--- config.mk ---
export PLATFORM = sky130hd
export DESIGN_NAME = fsb_loopback_node
export DESIGN_NICKNAME = d
export VERILOG_FILES = /design/src/rtl/fsb_loopback_node.sv
export SDC_FILE = /design/constraint.sdc
export NUM_CORES = 1
export LEC_CHECK = 0
export BUFFER_PORTS_ARGS = -buffer_cell sky130_fd_sc_hd__buf_2
export CAP_MARGIN = 25
export CORE_ASPECT_RATIO = 1.1
export CORE_UTILIZATION = 62
export DETAILED_ROUTE_END_ITERATION = 7
export HOLD_SLACK_MARGIN = 0.06
export PLACE_DENSITY = 0.95
export SLEW_MARGIN = 20
export SYNTH_ARGS = -nofsm -noshare
export SYNTH_HDL_FRONTEND = slang
export SYNTH_SLANG_ARGS = --single-unit
--- constraint.sdc ---
create_clock -name clk_i -period 9.6 [get_ports clk_i]
set_input_delay 1.92 -clock clk_i [delete_from_list [all_inputs] [get_ports clk_i]]
set_output_delay 1.92 -clock clk_i [all_outputs]
set_load 0.01 [all_outputs]
--- src/rtl/fsb_loopback_node.sv ---
// FSB loopback endpoint: echo, rx/err counter readback, clear; optional stall counter (FSB_LOOPBACK_STALL_COUNT_EN).
// Latency: accept in cycle t into an idle node gives fsb_v_o in cycle t+2 (FIFO write, then pop into output flop).
// Backpressure: fsb_ready_o drops while the input FIFO is full; the output flop holds until fsb_yumi_i.

// Generic synchronous FIFO: pointer-based, one extra wrap bit to tell full from empty.
// Latency: a pushed entry appears at head_dat the cycle after the push.
// Backpressure: caller must not push while full nor pop while empty.
module fsb_loopback_fifo #(
  parameter int width_p = 80,
  parameter int els_p   = 4
) (
  input  logic               clk_i,
  input  logic               resetn_i,
  input  logic               push,
  input  logic [width_p-1:0] push_dat,
  input  logic               pop,
  output logic [width_p-1:0] head_dat,
  output logic               empty,
  output logic               full
);

  localparam int aw_lp = $clog2(els_p);
  localparam logic [aw_lp:0] ptr_one_lp = (aw_lp + 1)'(1);

  logic [aw_lp:0]       wr_ptr;
  logic [aw_lp:0]       rd_ptr;
  logic [width_p-1:0]   mem [els_p];

  assign empty    = (wr_ptr == rd_ptr);
  assign full     = (wr_ptr[aw_lp] != rd_ptr[aw_lp]) &&
                    (wr_ptr[aw_lp-1:0] == rd_ptr[aw_lp-1:0]);
  assign head_dat = mem[rd_ptr[aw_lp-1:0]];

  // Pointer advance; reset empties the FIFO regardless of stored data.
  always_ff @(posedge clk_i or negedge resetn_i) begin
    if (!resetn_i) begin
      wr_ptr <= '0;
      rd_ptr <= '0;
    end else begin
      if (push) wr_ptr <= wr_ptr + ptr_one_lp;
      if (pop)  rd_ptr <= rd_ptr + ptr_one_lp;
    end
  end

  // Storage write; contents need no reset because the pointers gate visibility.
  always_ff @(posedge clk_i) begin
    if (push) mem[wr_ptr[aw_lp-1:0]] <= push_dat;
  end

endmodule

// FSB loopback node top: input FIFO, opcode dispatch, single registered response stage.
// Latency: 2 cycles accept-to-response when idle; one response per cycle with fsb_yumi_i held high.
// Backpressure: fsb_ready_o = not full (and out of reset); a stalled response blocks further pops.
module fsb_loopback_node #(
  parameter int fsb_width_p   = 80,
  parameter int els_p         = 4,
  parameter int count_width_p = 32
) (
  input  logic                     clk_i,
  input  logic                     resetn_i,
  input  logic                     fsb_v_i,
  input  logic [fsb_width_p-1:0]   fsb_data_i,
  output logic                     fsb_ready_o,
  output logic                     fsb_v_o,
  output logic [fsb_width_p-1:0]   fsb_data_o,
  input  logic                     fsb_yumi_i,
  output logic [count_width_p-1:0] rx_count_o,
  output logic [count_width_p-1:0] err_count_o
);

  localparam logic [3:0] op_echo_lp     = 4'h0;
  localparam logic [3:0] op_read_rx_lp  = 4'h1;
  localparam logic [3:0] op_clear_lp    = 4'h2;
  localparam logic [3:0] op_read_err_lp = 4'h3;
`ifdef FSB_LOOPBACK_STALL_COUNT_EN
  localparam logic [3:0] op_read_stall_lp = 4'h4;
`endif
  localparam logic [count_width_p-1:0] cnt_one_lp = count_width_p'(1);

  logic                     up_q;
  logic                     accept;
  logic                     consume;
  logic                     pop;
  logic                     fifo_empty;
  logic                     fifo_full;
  logic [fsb_width_p-1:0]   head_dat;
  logic [3:0]               op;
  logic                     resp_load;
  logic [fsb_width_p-1:0]   resp_dat;
  logic                     clear;
  logic                     unknown;
  logic                     out_v_q;
  logic [fsb_width_p-1:0]   out_dat_q;
  logic [count_width_p-1:0] rx_q;
  logic [count_width_p-1:0] err_q;
`ifdef FSB_LOOPBACK_STALL_COUNT_EN
  logic [count_width_p-1:0] stall_q;
`endif

  // ready is held low in reset and for the edge that releases it
  assign fsb_ready_o = up_q & ~fifo_full;
  assign accept      = fsb_v_i & fsb_ready_o;
  assign consume     = out_v_q & fsb_yumi_i;
  assign pop         = ~fifo_empty & (~out_v_q | consume);
  assign op          = head_dat[fsb_width_p-1 -: 4];

  fsb_loopback_fifo #(
    .width_p (fsb_width_p),
    .els_p   (els_p)
  ) u_fifo (
    .clk_i    (clk_i),
    .resetn_i (resetn_i),
    .push     (accept),
    .push_dat (fsb_data_i),
    .pop      (pop),
    .head_dat (head_dat),
    .empty    (fifo_empty),
    .full     (fifo_full)
  );

  // Marks the first edge after reset release so ready rises there.
  always_ff @(posedge clk_i or negedge resetn_i) begin
    if (!resetn_i) up_q <= 1'b0;
    else           up_q <= 1'b1;
  end

  // Opcode decode of the popped head; counters read here are pre-update values.
  always_comb begin
    resp_load = 1'b0;
    resp_dat  = '0;
    clear     = 1'b0;
    unknown   = 1'b0;
    if (pop) begin
      case (op)
        op_echo_lp: begin
          resp_load = 1'b1;
          resp_dat  = head_dat;
        end
        op_read_rx_lp: begin
          resp_load = 1'b1;
          resp_dat[fsb_width_p-1 -: 4]  = op;
          resp_dat[count_width_p-1:0]   = rx_q;
        end
        op_clear_lp: begin
          clear = 1'b1;
        end
        op_read_err_lp: begin
          resp_load = 1'b1;
          resp_dat[fsb_width_p-1 -: 4]  = op;
          resp_dat[count_width_p-1:0]   = err_q;
        end
`ifdef FSB_LOOPBACK_STALL_COUNT_EN
        op_read_stall_lp: begin
          resp_load = 1'b1;
          resp_dat[fsb_width_p-1 -: 4]  = op;
          resp_dat[count_width_p-1:0]   = stall_q;
        end
`endif
        default: begin
          unknown = 1'b1;
        end
      endcase
    end
  end

  // Output stage: load a new response, else drop valid once consumed.
  always_ff @(posedge clk_i or negedge resetn_i) begin
    if (!resetn_i) begin
      out_v_q   <= 1'b0;
      out_dat_q <= '0;
    end else if (resp_load) begin
      out_v_q   <= 1'b1;
      out_dat_q <= resp_dat;
    end else if (consume) begin
      out_v_q   <= 1'b0;
    end
  end

  // rx counter: CLEAR wins, but a same-cycle accept still counts as the first packet.
  always_ff @(posedge clk_i or negedge resetn_i) begin
    if (!resetn_i)   rx_q <= '0;
    else if (clear)  rx_q <= accept ? cnt_one_lp : '0;
    else if (accept) rx_q <= rx_q + cnt_one_lp;
  end

  // err counter: dropped unknown opcodes.
  always_ff @(posedge clk_i or negedge resetn_i) begin
    if (!resetn_i)    err_q <= '0;
    else if (clear)   err_q <= '0;
    else if (unknown) err_q <= err_q + cnt_one_lp;
  end

`ifdef FSB_LOOPBACK_STALL_COUNT_EN
  // stall counter: cycles a response sits unconsumed (never coincides with a pop).
  always_ff @(posedge clk_i or negedge resetn_i) begin
    if (!resetn_i)                    stall_q <= '0;
    else if (clear)                   stall_q <= '0;
    else if (out_v_q && !fsb_yumi_i)  stall_q <= stall_q + cnt_one_lp;
  end
`endif

  assign fsb_v_o     = out_v_q;
  assign fsb_data_o  = out_dat_q;
  assign rx_count_o  = rx_q;
  assign err_count_o = err_q;

endmodule

### Word-level counts from Yosys, hierarchy flattened

Memory sizes are Yosys's and may differ from the RTL's.
Cells that the tools add are included.

| word-level totals | value |
|---|---|
| memories | 1 |
| flip-flop bits (word level) | 152 |
| bits in writable memories | 320 |
| logic and storage cells | 52 |
| bits of input ports | 84 |

| cells by class | value |
|---|---|
| reductions and logical operators | 7 |
| mux-type cells | 19 |
| equality and inequality tests | 6 |
| $add $sub $neg | 4 |
| bitwise logic cells | 8 |

Memory list:

| memory | depth | width | read ports | clocked after Yosys merged registers in | write ports | line | text |
|---|---|---|---|---|---|---|---|
| u_fifo.mem | 4 | 80 | 1 | 0 | 1 | 27 | `logic [width_p-1:0] mem [els_p];` |

Operator list:

| cell | number |
|---|---|
| $mux 32 | 4 |
| $pmux 32 s3 | 1 |
| $mux 80 | 1 |
| $add 32x1->32 const B | 2 |
| $mux 44 | 1 |
| $mux 1 | 11 |
| $eq 4x2->1 const B | 2 |
| $add 3x1->3 const B | 2 |
| $reduce_bool 2->1 | 3 |
| $and 1x1->1 | 4 |
| $eq 4x1->1 const B | 1 |
| $logic_not 4->1 | 1 |
| $mux 4 | 1 |
| $reduce_or 4->1 | 1 |
| $eq 3x3->1 | 1 |
| $not 1->1 | 3 |
| $reduce_or 3->1 | 1 |
| $eq 2x2->1 | 1 |
| $logic_and 1x1->1 | 1 |
| $ne 1x1->1 | 1 |
| $or 1x1->1 | 1 |

### Longest topological paths before layout

Gate-level depths: netlist of the first run.

| depth | value |
|---|---|
| depth after elaboration | 7 |
| mapped depth | 9 |
| depth with buffers taken out | 6 |

### Hierarchy

A second synthesis of the first run with hierarchy kept.

| second synthesis, totals | value |
|---|---|
| cell total of the unflattened synthesis | 1,094 |
| area, all modules | 18,801.8 sq um |

By module, submodules not included:

| module | area each (sq um) | cells each | times used | seq. area each (sq um) |
|---|---|---|---|---|
| fsb_loopback_fifo | 11,974.0 | 448 | 1 | 9,759.4 |
| fsb_loopback_node | 6,827.8 | 646 | 1 | 3,653.5 |

### Least setup slack after synthesis of the first run

No wires, ideal clock.

| timing path | value |
|---|---|
| path kind | in2reg |
| from | in fsb_v_i |
| to | mem u_fifo.mem[0][0], enable pin |
| path buffers | 1 |
| setup time | 447 ps |
| data required time | 9,153 ps |
| arrival | 4,567 ps |
| stages on the path | 4 |
| setup slack | 4,586 ps |
| path through | nand2_1 a31oi_1 clkbuf_1 and2_1 |

| on the way | value |
|---|---|
| longest elaborated chain between the ends | 3 |

Ends and longest elaborated chain:

| element | line | text |
|---|---|---|
| start: declaration | 62 | `input logic fsb_v_i,` |
| $and 1x1->1 | 103 | `assign accept = fsb_v_i & fsb_ready_o;` |
| $mux 1 | 47 | `if (push) mem[wr_ptr[aw_lp-1:0]] <= push_dat;` |
| $mux 1 (implied by the code) | 47 |  |
| end: declaration | 27 |  |

No other way between the ends.

### Worst setup path after layout of the first run

| timing path | value |
|---|---|
| from | reg u_fifo.rd_ptr[0] |
| to | out fsb_ready_o |

| on the way | value |
|---|---|
| longest elaborated chain between the ends | 4 |

Ends and longest elaborated chain:

| element | line | text |
|---|---|---|
| start: declaration | 26 | `logic [aw_lp:0] rd_ptr;` |
| start signal: assignment | 41 | `if (pop) rd_ptr <= rd_ptr + ptr_one_lp;` |
| $eq 2x2->1 | 31 | `(wr_ptr[aw_lp-1:0] == rd_ptr[aw_lp-1:0]);` |
| $logic_and 1x1->1 | 30 | `assign full = (wr_ptr[aw_lp] != rd_ptr[aw_lp]) &&` |
| $not 1->1 | 102 | `assign fsb_ready_o = up_q & ~fifo_full;` |
| $and 1x1->1 | 102 |  |
| end: declaration | 64 | `output logic fsb_ready_o,` |

No other way between the ends.

==> results of run 1 <==
worst max-delay path, delay by kind of cell, from the launching register on:
family,cells,cell delay [ns]
buf+inv,1,0.16
flops,1,0.97
compound gates,1,0.28
xor+xnor,1,0.33
cell families after synthesis:
logic type	synth area share
DFF	0.713
and+or+nand+nor	0.0692
AOI/OAI and AO/OA	0.0578
muxes	0.113
buffers and inverters	0.0198
xor gates and xnor gates	0.0223
adders and majority gates	0.00466
other	0.000199
per-layer routing:
metal  up-vias  part of all wire  GRT usage
li1       4893                 -          -
met1      6025              0.36      0.410
met2       812              0.51      0.538
met3       117             0.091     0.0556
met4        10             0.033      0.111
met5         -            0.0012          0
sequential cells by signal (all words and copies together), names as in the netlist:
signal,cells
u_fifo.mem,320
fsb_data_o,80
err_count_o,32
rx_count_o,32
u_fifo.rd_ptr,3
u_fifo.wr_ptr,3
fsb_v_o,1
up_q,1
final cells by class:
type                       instances  area [um2]
fill                            1682        7790
sequential                       472       13400
antenna                           13        32.5
tap                              374         468
clock inverter                    15         204
clock buffer                      68        1290
inverter                          12        45.0
timing repair buffer             248        1400
multi-input combinational        578        5080
worst max path at each step:
| stage | to | slack, ns |
|---|---|---|
| 3_3_place_gp | u_fifo.mem[0][23]$_DFFE_PP_ | 5.53 |
| 5_1_grt | fsb_ready_o | 5.17 |
| 4_1_cts | fsb_ready_o | 5.30 |
| 2_1_floorplan | u_fifo.mem[0][0]$_DFFE_PP_ | 4.59 |
| 6_report | fsb_ready_o | 5.39 |
| 3_5_place_dp | u_fifo.mem[0][25]$_DFFE_PP_ | 5.47 |
cell usage after synthesis (2+ instances only):
| cell | number |
|---|---|
| inv_1 | 12 |
| nor4_1 | 5 |
| buf_6 | 6 |
| xor2_1 | 33 |
| or4_1 | 10 |
| mux2i_1 | 2 |
| o31ai_1 | 9 |
| nand4_1 | 42 |
| edfxtp_1 | 320 |
| a31oi_1 | 4 |
| a22o_1 | 45 |
| nor2b_1 | 3 |
| buf_2 | 16 |
| nor2_1 | 51 |
| nor3_1 | 7 |
| or3_1 | 10 |
| buf_4 | 6 |
| buf_1 | 7 |
| nand2_1 | 60 |
| or2_2 | 2 |
| nand3_1 | 25 |
| a22oi_1 | 32 |
| ha_1 | 7 |
| o21ai_1 | 23 |
| xnor2_1 | 15 |
| clkbuf_1 | 29 |
| mux4_2 | 79 |
| and2_1 | 12 |
| and3_1 | 10 |
| a21oi_1 | 19 |
| mux2_2 | 29 |
| dfrtp_1 | 152 |
| and4_1 | 7 |
| o21ai_0 | 25 |
through the flow:
step	cell area [um2]	utilization	std cells	total power (W)	setup WS [ns]
after global routing	21900	0.738	1777	0.00666	5.17
after floorplan	18800	-	1126	0.00397	4.59
final	21900	0.738	1780	0.00643	5.39
after detailed placement	20300	0.685	1682	0.00458	5.47
after global placement	20300	0.681	1678	0.00447	5.53
after CTS	21800	0.735	1765	0.00641	5.30
power by group through the flow:
stage	sequential (W)	clock, W	combinational, W
global placement	0.00284	0	0.00164
CTS	0.00284	0.00181	0.00176
detailed placement	0.00286	0	0.00172
global route	0.00288	0.00189	0.00189
floorplan	0.00283	0	0.00113
finish	0.00285	0.00180	0.00178
==> results.yml, run 1 <==
synth:
  syn_inst: 1126
  synth-async-reset-ratio: 0.322
  synth_edf_count: 320
  ys_ff_latch: 472
  yosys-top-cells-area: "edfxtp_1, dfrtp_1, mux4_2"
  ys_seq_area_frac: 0.713
  synth.avg_cell_area_um2: 16.7
  synth_area_leader_cell: "edfxtp_1"
  synth_nets: 1217
  ys_warn_count: 0
  synthFlopType: "edfxtp_1"
  synth_cell_type_count: 46
  synth_top_area_share: 0.511
  syn_area_um2: 18800
timing:
  tightest_slew_ns: 1.08
  rsz0062_at_grt: "false"
  fin_hold_ws_ns: 0.497
  relSlewSlack: 0.280
  post-route-period-util: 0.439
  final-setup-viol-count: 0
  slew_violations: 0
  hold_violations: 0
  fin_skew_ns: 0.0164
  max_clock_freq_mhz: 237
  min_period_ns: 4.21
  finalSetupTns_ns: 0
min_path:
  min_path_cells: 2
  min_to: "fsb_data_o[27]$_DFFE_PN0P_"
  worstHoldStart: "fsb_data_o[27]$_DFFE_PN0P_"
  hold_class: "reg2reg"
floorplanning:
  initial_core_util: 0.633
  rows: 66
  die-area_um2: 31000
  die_x_um: 168
  die_h_um: 185
  pin_count: 230
  core_area_um2: 29700
detailed_routing:
  postRouteAntennaNets: 0
  dr.pass1.iters: 8
  drt_iter0_drc: 1556
  vias: 11857
  wirelength_um: 48900
  drc_errors: 0
  wl_per_cell_um: 27.5
  vias_per_cell: 6.66
setup_path:
  crit_arrival_ns: 2.29
  crit_path_end_kind: "output port"
  crit_path_start: "u_fifo.rd_ptr[0]$_DFFE_PN0P_"
  rrSetupSlack_ns: 5.77
  r2r_start: "u_fifo.rd_ptr[0]$_DFFE_PN0P_"
  slowest_stage: "dfrtp_4"
  cp_data_required_time_ns: 7.68
  start_kind: "flop"
  path_cells: "xnor2_1 > a31oi_1 > buf_2"
  cp_slowest_stage_delay_ns: 0.97
  rr_endpoint: "fsb_data_o[20]$_DFFE_PN0P_"
  reg2regPathDepth: 5
  critPathMaxFanout: 41
  crit_type: "reg2out"
finish:
  final_net_count: 1448
  area_growth_pct: 16.6
  drive_gt1_frac: 0.314
  layout_common_cells: "edfxtp_1, buf_2, dfrtp_1, mux4_2, nand2_1"
  layout_commonest_cell: "edfxtp_1"
power_and_ir_drop:
  p_per_area_nw_per_um2: 293
  power.switching_w: 0.00207
  leakage_nw: 8.52
  p_seq_frac: 0.443
  ir_drop_v: 0.000229
  pwr-share-comb: 0.276
  swShare: 0.322
  p_clk_frac: 0.281
  intPower_w: 0.00436
global_routing:
  antenna_found_initial: 16
  grt_pass1_vias: 11713
  overflow: 0
  grt_max_degree: 94
  grt_pass1_wl_um: 71700
  track_usage: 0.314
cts:
  cts_sinks: 472
  h-tree-depth: 2
  cts_tree: "yes"
  holdBufCountCts: 0
  cts_resized: 0
  cts_buffers: 45
  cts_root_buffer: "clkbuf_16"
  path_clk_slew_ns: 0.06
  post_cts_buffers: 0
  insertion_delay_ns: 0.55
  cts_max_path_buffers: 3
run:
  cap_violations: 0
placed_design:
  dp_hpwl_um: 28700
  io_buffers: 229
  place.gp.congestion: 0.971
outcome:
  status: "complete, no violations"
No activity file was read; power rests on OpenSTA's default activity.
==> inputs of run 2 (changes only) <==
--- a/config.mk
+++ b/config.mk
@@ -5,13 +5,14 @@
 export SDC_FILE = /design/constraint.sdc
 export NUM_CORES = 1
 export LEC_CHECK = 0
+export ABC_AREA = 1
 export BUFFER_PORTS_ARGS = -buffer_cell sky130_fd_sc_hd__buf_2
 export CAP_MARGIN = 25
 export CORE_ASPECT_RATIO = 1.1
-export CORE_UTILIZATION = 62
+export CORE_UTILIZATION = 53
 export DETAILED_ROUTE_END_ITERATION = 7
 export HOLD_SLACK_MARGIN = 0.06
-export PLACE_DENSITY = 0.95
+export PLACE_DENSITY = 0.87
 export SLEW_MARGIN = 20
 export SYNTH_ARGS = -nofsm -noshare
 export SYNTH_HDL_FRONTEND = slang
==> constraint.sdc (replaced) <==
create_clock -name clk_i -period 3.55 [get_ports clk_i]
set_input_delay 0.71 -clock clk_i [delete_from_list [all_inputs] [get_ports clk_i]]
set_output_delay 0.71 -clock clk_i [all_outputs]
set_load 0.01 [all_outputs]
==> run 2 against run 1 <==
  * Power rose to 3.0 times the previous value
  * Clock skew grew 0.0030 ns
  * Final cell count is 53% higher
  * Wire length is 13% higher
  * Design area increased by 7.3%
  * Area after synthesis rose by 8.0%
  * Critical path depth grew 3
  * Setup slack lost 5.1 ns
  * Hold slack lost 0.15 ns
  * Global-route usage shrank 3.4 points
  * Highest routed layer unchanged
==> results.yml, run 2 <==
cts:
  cts_tree: "yes"
  h-tree-depth: 2
  path_clk_slew_ns: 0.06
  insertion_delay_ns: 0.57
  cts_resized: 0
  cts_sinks: 472
  cts_root_buffer: "clkbuf_16"
  cts_buffers: 47
  cts_max_path_buffers: 3
run:
  cap_violations: 0
setup_path:
  crit_arrival_ns: 3.43
  crit_path_end_kind: "flop"
  critPathMaxFanout: 59
  path_cells: "nand2_1 > nand2_1 > nand3_1 > nand3_1 > nor2_4 > buf_4"
  slowest_stage: "buf_4"
  cp_data_required_time_ns: 3.73
  cp_slowest_stage_delay_ns: 0.84
  start_kind: "flop"
  cp_top_family: "simple AND/OR/NAND/NOR gates"
  crit_type: "reg2reg"
  path_buf_inv: 1
placed_design:
  dp_hpwl_um: 34800
  pre_cts_ws_ns: 0.309
  place.gp.congestion: 0.972
  io_buffers: 229
  place_inst: 2618
min_path:
  hold_class: "in2reg"
finish:
  final_net_count: 2266
  drive_gt1_frac: 0.163
  n_fill_cell: 2903
  layout_common_cells: "nand2_1, edfxtp_1, nor2_1, nand3_1, buf_2"
  largest_register_ff_count: 320
  area_growth_pct: 15.8
  layout_commonest_cell: "nand2_1"
  final-instance-count-excl-fill: 2717
synth:
  synth-async-reset-ratio: 0.322
  synth_nets: 2068
  synth_edf_count: 320
  synth_top_area_share: 0.473
  ys_seq_area_frac: 0.660
  ys_ff_latch: 472
  synth_common_cells: "nand2_1, edfxtp_1, nor2_1"
  synth.avg_cell_area_um2: 10.3
  ys_warn_count: 0
  syn_area_um2: 20300
  yosys-top-cells-area: "edfxtp_1, dfrtp_1, nand2_1"
  synth_area_leader_cell: "edfxtp_1"
  synth_cell_type_count: 34
  synth.most_common_cell: "nand2_1"
  syn_inst: 1977
  synthFlopType: "edfxtp_1"
power_and_ir_drop:
  p_clk_frac: 0.281
  p_per_area_nw_per_um2: 813
  leakage_nw: 9.83
  ir_drop_v: 0.000723
  pwr-share-comb: 0.327
  swShare: 0.380
  p_seq_frac: 0.392
  power.switching_w: 0.00726
  intPower_w: 0.0119
detailed_routing:
  vias_per_cell: 5.84
  drc_errors: 0
  vias: 15864
  postRouteAntennaNets: 0
  dr.pass1.iters: 5
  drt_iter0_drc: 1799
  wl_per_cell_um: 20.4
  wirelength_um: 55300
timing:
  tightest_slew_ns: 1.02
  post-route-period-util: 0.916
  finalSetupTns_ns: 0
  relSlewSlack: 0.317
  hold_violations: 0
  rsz0062_at_grt: "false"
  max_clock_freq_mhz: 308
  fin_ws_ns: 0.298
  final-setup-viol-count: 0
  fin_skew_ns: 0.0194
  slew_violations: 0
  min_period_ns: 3.25
floorplanning:
  die-area_um2: 39100
  rows: 74
  die_x_um: 189
  pin_count: 230
  core_area_um2: 37400
  die_h_um: 207
  initial_core_util: 0.543
global_routing:
  grt_max_degree: 101
  grt_pass1_wl_um: 85600
  grt_pass1_vias: 15529
  track_usage: 0.280
  antenna_found_initial: 10
  overflow: 0
outcome:
  status: "complete, no violations"
run 2: area by class of cell:
class                      count  area, um2  area share
multi-input combinational   1333       6080       0.258
antenna                        9       22.5    0.000957
tap                          494        618      0.0263
inverter                      64        243      0.0103
timing repair buffer         257       1440      0.0610
clock inverter                25        352      0.0149
clock buffer                  63       1360      0.0577
sequential                   472      13400       0.570
run 2: cell families (layout without fill, tap and decap cells):
| group | after synthesis | after routing | synth area share |
|---|---|---|---|
| compound gates | 250 | 250 | 0.0674 |
| xor+xnor | 28 | 28 | 0.0121 |
| fa+ha+maj | 7 | 7 | 0.00431 |
| buf+inv | 172 | 409 | 0.0421 |
| flops | 472 | 472 | 0.660 |
| other cells | 1 | 10 | 0.000185 |
| simple gates | 1047 | 1047 | 0.214 |
run 2: final timing paths:
check,from,endpoint,slack (ns),cells after the start
min in group asynchronous,resetn_i,rx_count_o[21]$_DFFE_PN0P_,0.57,2
setup reg to reg,u_fifo.rd_ptr[0]$_DFFE_PN0P_,u_fifo.mem[3][0]$_DFFE_PP_,0.30,6
max in group asynchronous,resetn_i,u_fifo.rd_ptr[0]$_DFFE_PN0P_,1.96,4
hold / removal,fsb_data_i[12],u_fifo.mem[0][12]$_DFFE_PP_,0.35,1
setup / recovery,u_fifo.rd_ptr[0]$_DFFE_PN0P_,u_fifo.mem[3][0]$_DFFE_PP_,0.30,6
hold reg to reg,fsb_data_o[42]$_DFFE_PN0P_,fsb_data_o[42]$_DFFE_PN0P_,0.47,2
run 2: stage by stage:
step                      utilization  cell area, um2  hold WS (ns)  total power, W
after floorplan                     -           20300         0.414          0.0117
after global placement          0.582           21800         0.451          0.0134
after detailed placement        0.582           21800         0.454          0.0137
after CTS                       0.627           23500         0.306          0.0191
after global routing            0.629           23500         0.339          0.0200
final                           0.629           23500         0.349          0.0191
run 2: power groups by stage:
stage          clock network [W]  logic [W]  registers, W
6_report                 0.00538    0.00626       0.00749
3_3_place_gp                   0    0.00589       0.00752
2_1_floorplan                  0    0.00404       0.00764
4_1_cts                  0.00542    0.00621       0.00747
5_1_grt                  0.00562    0.00686       0.00756
3_5_place_dp                   0    0.00616       0.00756
run 2: what timing repair did:
item,in CTS,in global routing
hold buffers,0,1
endpoints found under the hold margin,0,27
buffers inserted,0,0
run 2: per-layer routing:
metal | share of wire | up-vias | global-route usage | wire [um]
met3 | 0.098 | 128 | 0.0558 | 5410
met5 | 0.0011 | - | 0 | 61
met1 | 0.38 | 7646 | 0.369 | 21200
met2 | 0.49 | 900 | 0.462 | 26900
met4 | 0.030 | 10 | 0.102 | 1670
li1 | - | 7180 | - | -
==> inputs of run 3 (changes only) <==
--- a/config.mk
+++ b/config.mk
@@ -5,14 +5,14 @@
 export SDC_FILE = /design/constraint.sdc
 export NUM_CORES = 1
 export LEC_CHECK = 0
-export ABC_AREA = 1
 export BUFFER_PORTS_ARGS = -buffer_cell sky130_fd_sc_hd__buf_2
 export CAP_MARGIN = 25
 export CORE_ASPECT_RATIO = 1.1
-export CORE_UTILIZATION = 53
+export CORE_UTILIZATION = 52
 export DETAILED_ROUTE_END_ITERATION = 7
+export GPL_TIMING_DRIVEN = 0
 export HOLD_SLACK_MARGIN = 0.06
-export PLACE_DENSITY = 0.87
+export PLACE_DENSITY = 0.86
 export SLEW_MARGIN = 20
 export SYNTH_ARGS = -nofsm -noshare
 export SYNTH_HDL_FRONTEND = slang
==> run 3 against run 2 <==
  * First-iteration DRC count shrank 50%
  * Non-clock buffer count up 41
  * Clock power decreased by 5.2%
  * Power decreased by 7.5%
  * Fmax is 6.3% lower
  * Via count is 28% lower
  * Clock-buffer cell count up 1
  * Combinational power fell by 18%
  * Critical path depth unchanged
==> results.yml, run 3 (same netlist as run 1, synthesis figures left out) <==
cts:
  cts_tree: "yes"
  holdBufCountCts: 0
  cts_resized: 0
  cts_sinks: 472
  insertion_delay_ns: 0.56
  h-tree-depth: 2
  cts_buffers: 46
  cts_root_buffer: "clkbuf_16"
  cts_max_path_buffers: 3
  path_clk_slew_ns: 0.06
setup_path:
  crit_arrival_ns: 3.71
  path_buf_inv: 3
  start_kind: "flop"
  cp_slowest_stage_delay_ns: 0.71
  crit_cells: 6
  critPathMaxFanout: 42
  crit_path_end_kind: "flop"
  slowest_stage: "and2_4"
  rrSetupSlack_ns: 0.08
  crit_type: "reg2reg"
  reg2regPathDepth: 6
  cp_top_family: "buffers and inverters"
  path_cells: "buf_2 > xnor2_1 > a31oi_1 > clkbuf_1 > and2_4 > buf_16"
  cp_data_required_time_ns: 3.79
floorplanning:
  die-area_um2: 36900
  initial_core_util: 0.531
  die_h_um: 201
  rows: 72
  core_area_um2: 35400
  pin_count: 230
  die_x_um: 183
detailed_routing:
  wl_per_cell_um: 23.0
  wirelength_um: 44400
  drt_iter0_drc: 906
  postRouteAntennaNets: 0
  vias: 11483
  drc_errors: 0
  vias_per_cell: 5.94
  dr.pass1.iters: 5
global_routing:
  overflow: 0
  grt_pass1_vias: 11447
  grt_max_degree: 80
  grt_pass1_wl_um: 67400
  antenna_found_initial: 14
  track_usage: 0.244
placed_design:
  place.gp.congestion: 0.972
  pre_cts_ws_ns: 0.0914
  dp_hpwl_um: 30100
  io_buffers: 229
timing:
  hold_violations: 0
  final-setup-viol-count: 0
  fin_skew_ns: 0.0151
  relSlewSlack: 0.355
  post-route-period-util: 0.977
  slew_violations: 0
  rsz0062_at_grt: "true"
  fin_hold_ws_ns: 0.131
  tightest_slew_ns: 0.963
  max_clock_freq_mhz: 288
  min_period_ns: 3.47
  fin_ws_ns: 0.0808
  finalSetupTns_ns: 0
power_and_ir_drop:
  leakage_nw: 8.66
  p_per_area_nw_per_um2: 792
  ir_drop_v: 0.000708
  power.total_w: 0.0177
finish:
  largest_register_ff_count: 320
  layout_common_cells: "edfxtp_1, buf_2, dfrtp_1, mux4_2, nand2_1"
  layout_commonest_cell: "edfxtp_1"
  fin_util: 0.631
  drive_gt1_frac: 0.310
  final_net_count: 1499
  area_growth_pct: 18.7
outcome:
  status: "complete, no violations"
run:
  cap_violations: 0
min_path:
  hold_class: "in2async"
[run 3: cell count changes in the layout (fill, tap and decap cells not counted), moves of 37 or more]
cell	previous run	this run
nand2_1	499	60
o22ai_1	76	0
nand3_1	229	25
mux4_2	0	79
a22o_1	0	45
clkbuf_1	5	42
o21ai_0	158	25
nor2_1	277	51
inv_1	58	12
[run 3: per-stage QoR]
| step | area, um2 | instances |
|---|---|---|
| 6_report | 22300 | 1934 |
| 5_1_grt | 22300 | 1930 |
| 4_1_cts | 22300 | 1927 |
| 3_5_place_dp | 20700 | 1841 |
| 3_3_place_gp | 20600 | 1836 |
| 2_1_floorplan | 18800 | 1126 |
[run 3: final timing paths]
| check | endpoint | startpoint |
|---|---|---|
| worst max-delay path | u_fifo.mem[2][54]$_DFFE_PP_ | u_fifo.rd_ptr[1]$_DFFE_PN0P_ |
| worst min-delay path | fsb_data_o[0]$_DFFE_PN0P_ | resetn_i |
| worst max register to register | u_fifo.mem[2][54]$_DFFE_PP_ | u_fifo.rd_ptr[1]$_DFFE_PN0P_ |
| worst min register to register | fsb_data_o[79]$_DFFE_PN0P_ | fsb_data_o[79]$_DFFE_PN0P_ |
| max in group asynchronous | fsb_data_o[61]$_DFFE_PN0P_ | resetn_i |
| min in group clk_i | u_fifo.mem[1][48]$_DFFE_PP_ | fsb_data_i[48] |
[run 3: worst reg2reg max path: stages (launching register included)]
cell,delay (ns)
dfrtp_1,0.35
buf_2,0.28
xnor2_1,0.19
a31oi_1,0.63
clkbuf_1,0.59
and2_4,0.71
buf_16,0.35
[run 3: cell type report]
cell class,instances,area (um2)
inverters,12,45.0
plain buffers,64,328
diodes,7,17.5
repair buffers,234,1290
flip-flops and latches,472,13400
multi-input cells,578,5040
well taps,481,602
clock buffers,64,1280
clock inverters,22,317
fillers,2526,13100
[run 3: layer usage]
layer | global-route usage | vias up | routed length (um)
met3 | 0.0626 | 78 | 4030
li1 | - | 4997 | -
met1 | 0.324 | 5846 | 17500
met2 | 0.400 | 548 | 21900
met4 | 0.0661 | 14 | 876
met5 | 0 | - | 88
[run 3: repair_timing]
action	in CTS	in global routing
buffers inserted	0	0
setup endpoints to repair	0	117
hold endpoints to repair	0	0
[run 3: report_power, final]
group | switching [W] | internal [W] | leakage [nW]
combinational | 0.00296 | 0.00216 | 2.93
clock | 0.00205 | 0.00305 | 0.773
sequential | 0.000566 | 0.00691 | 4.96
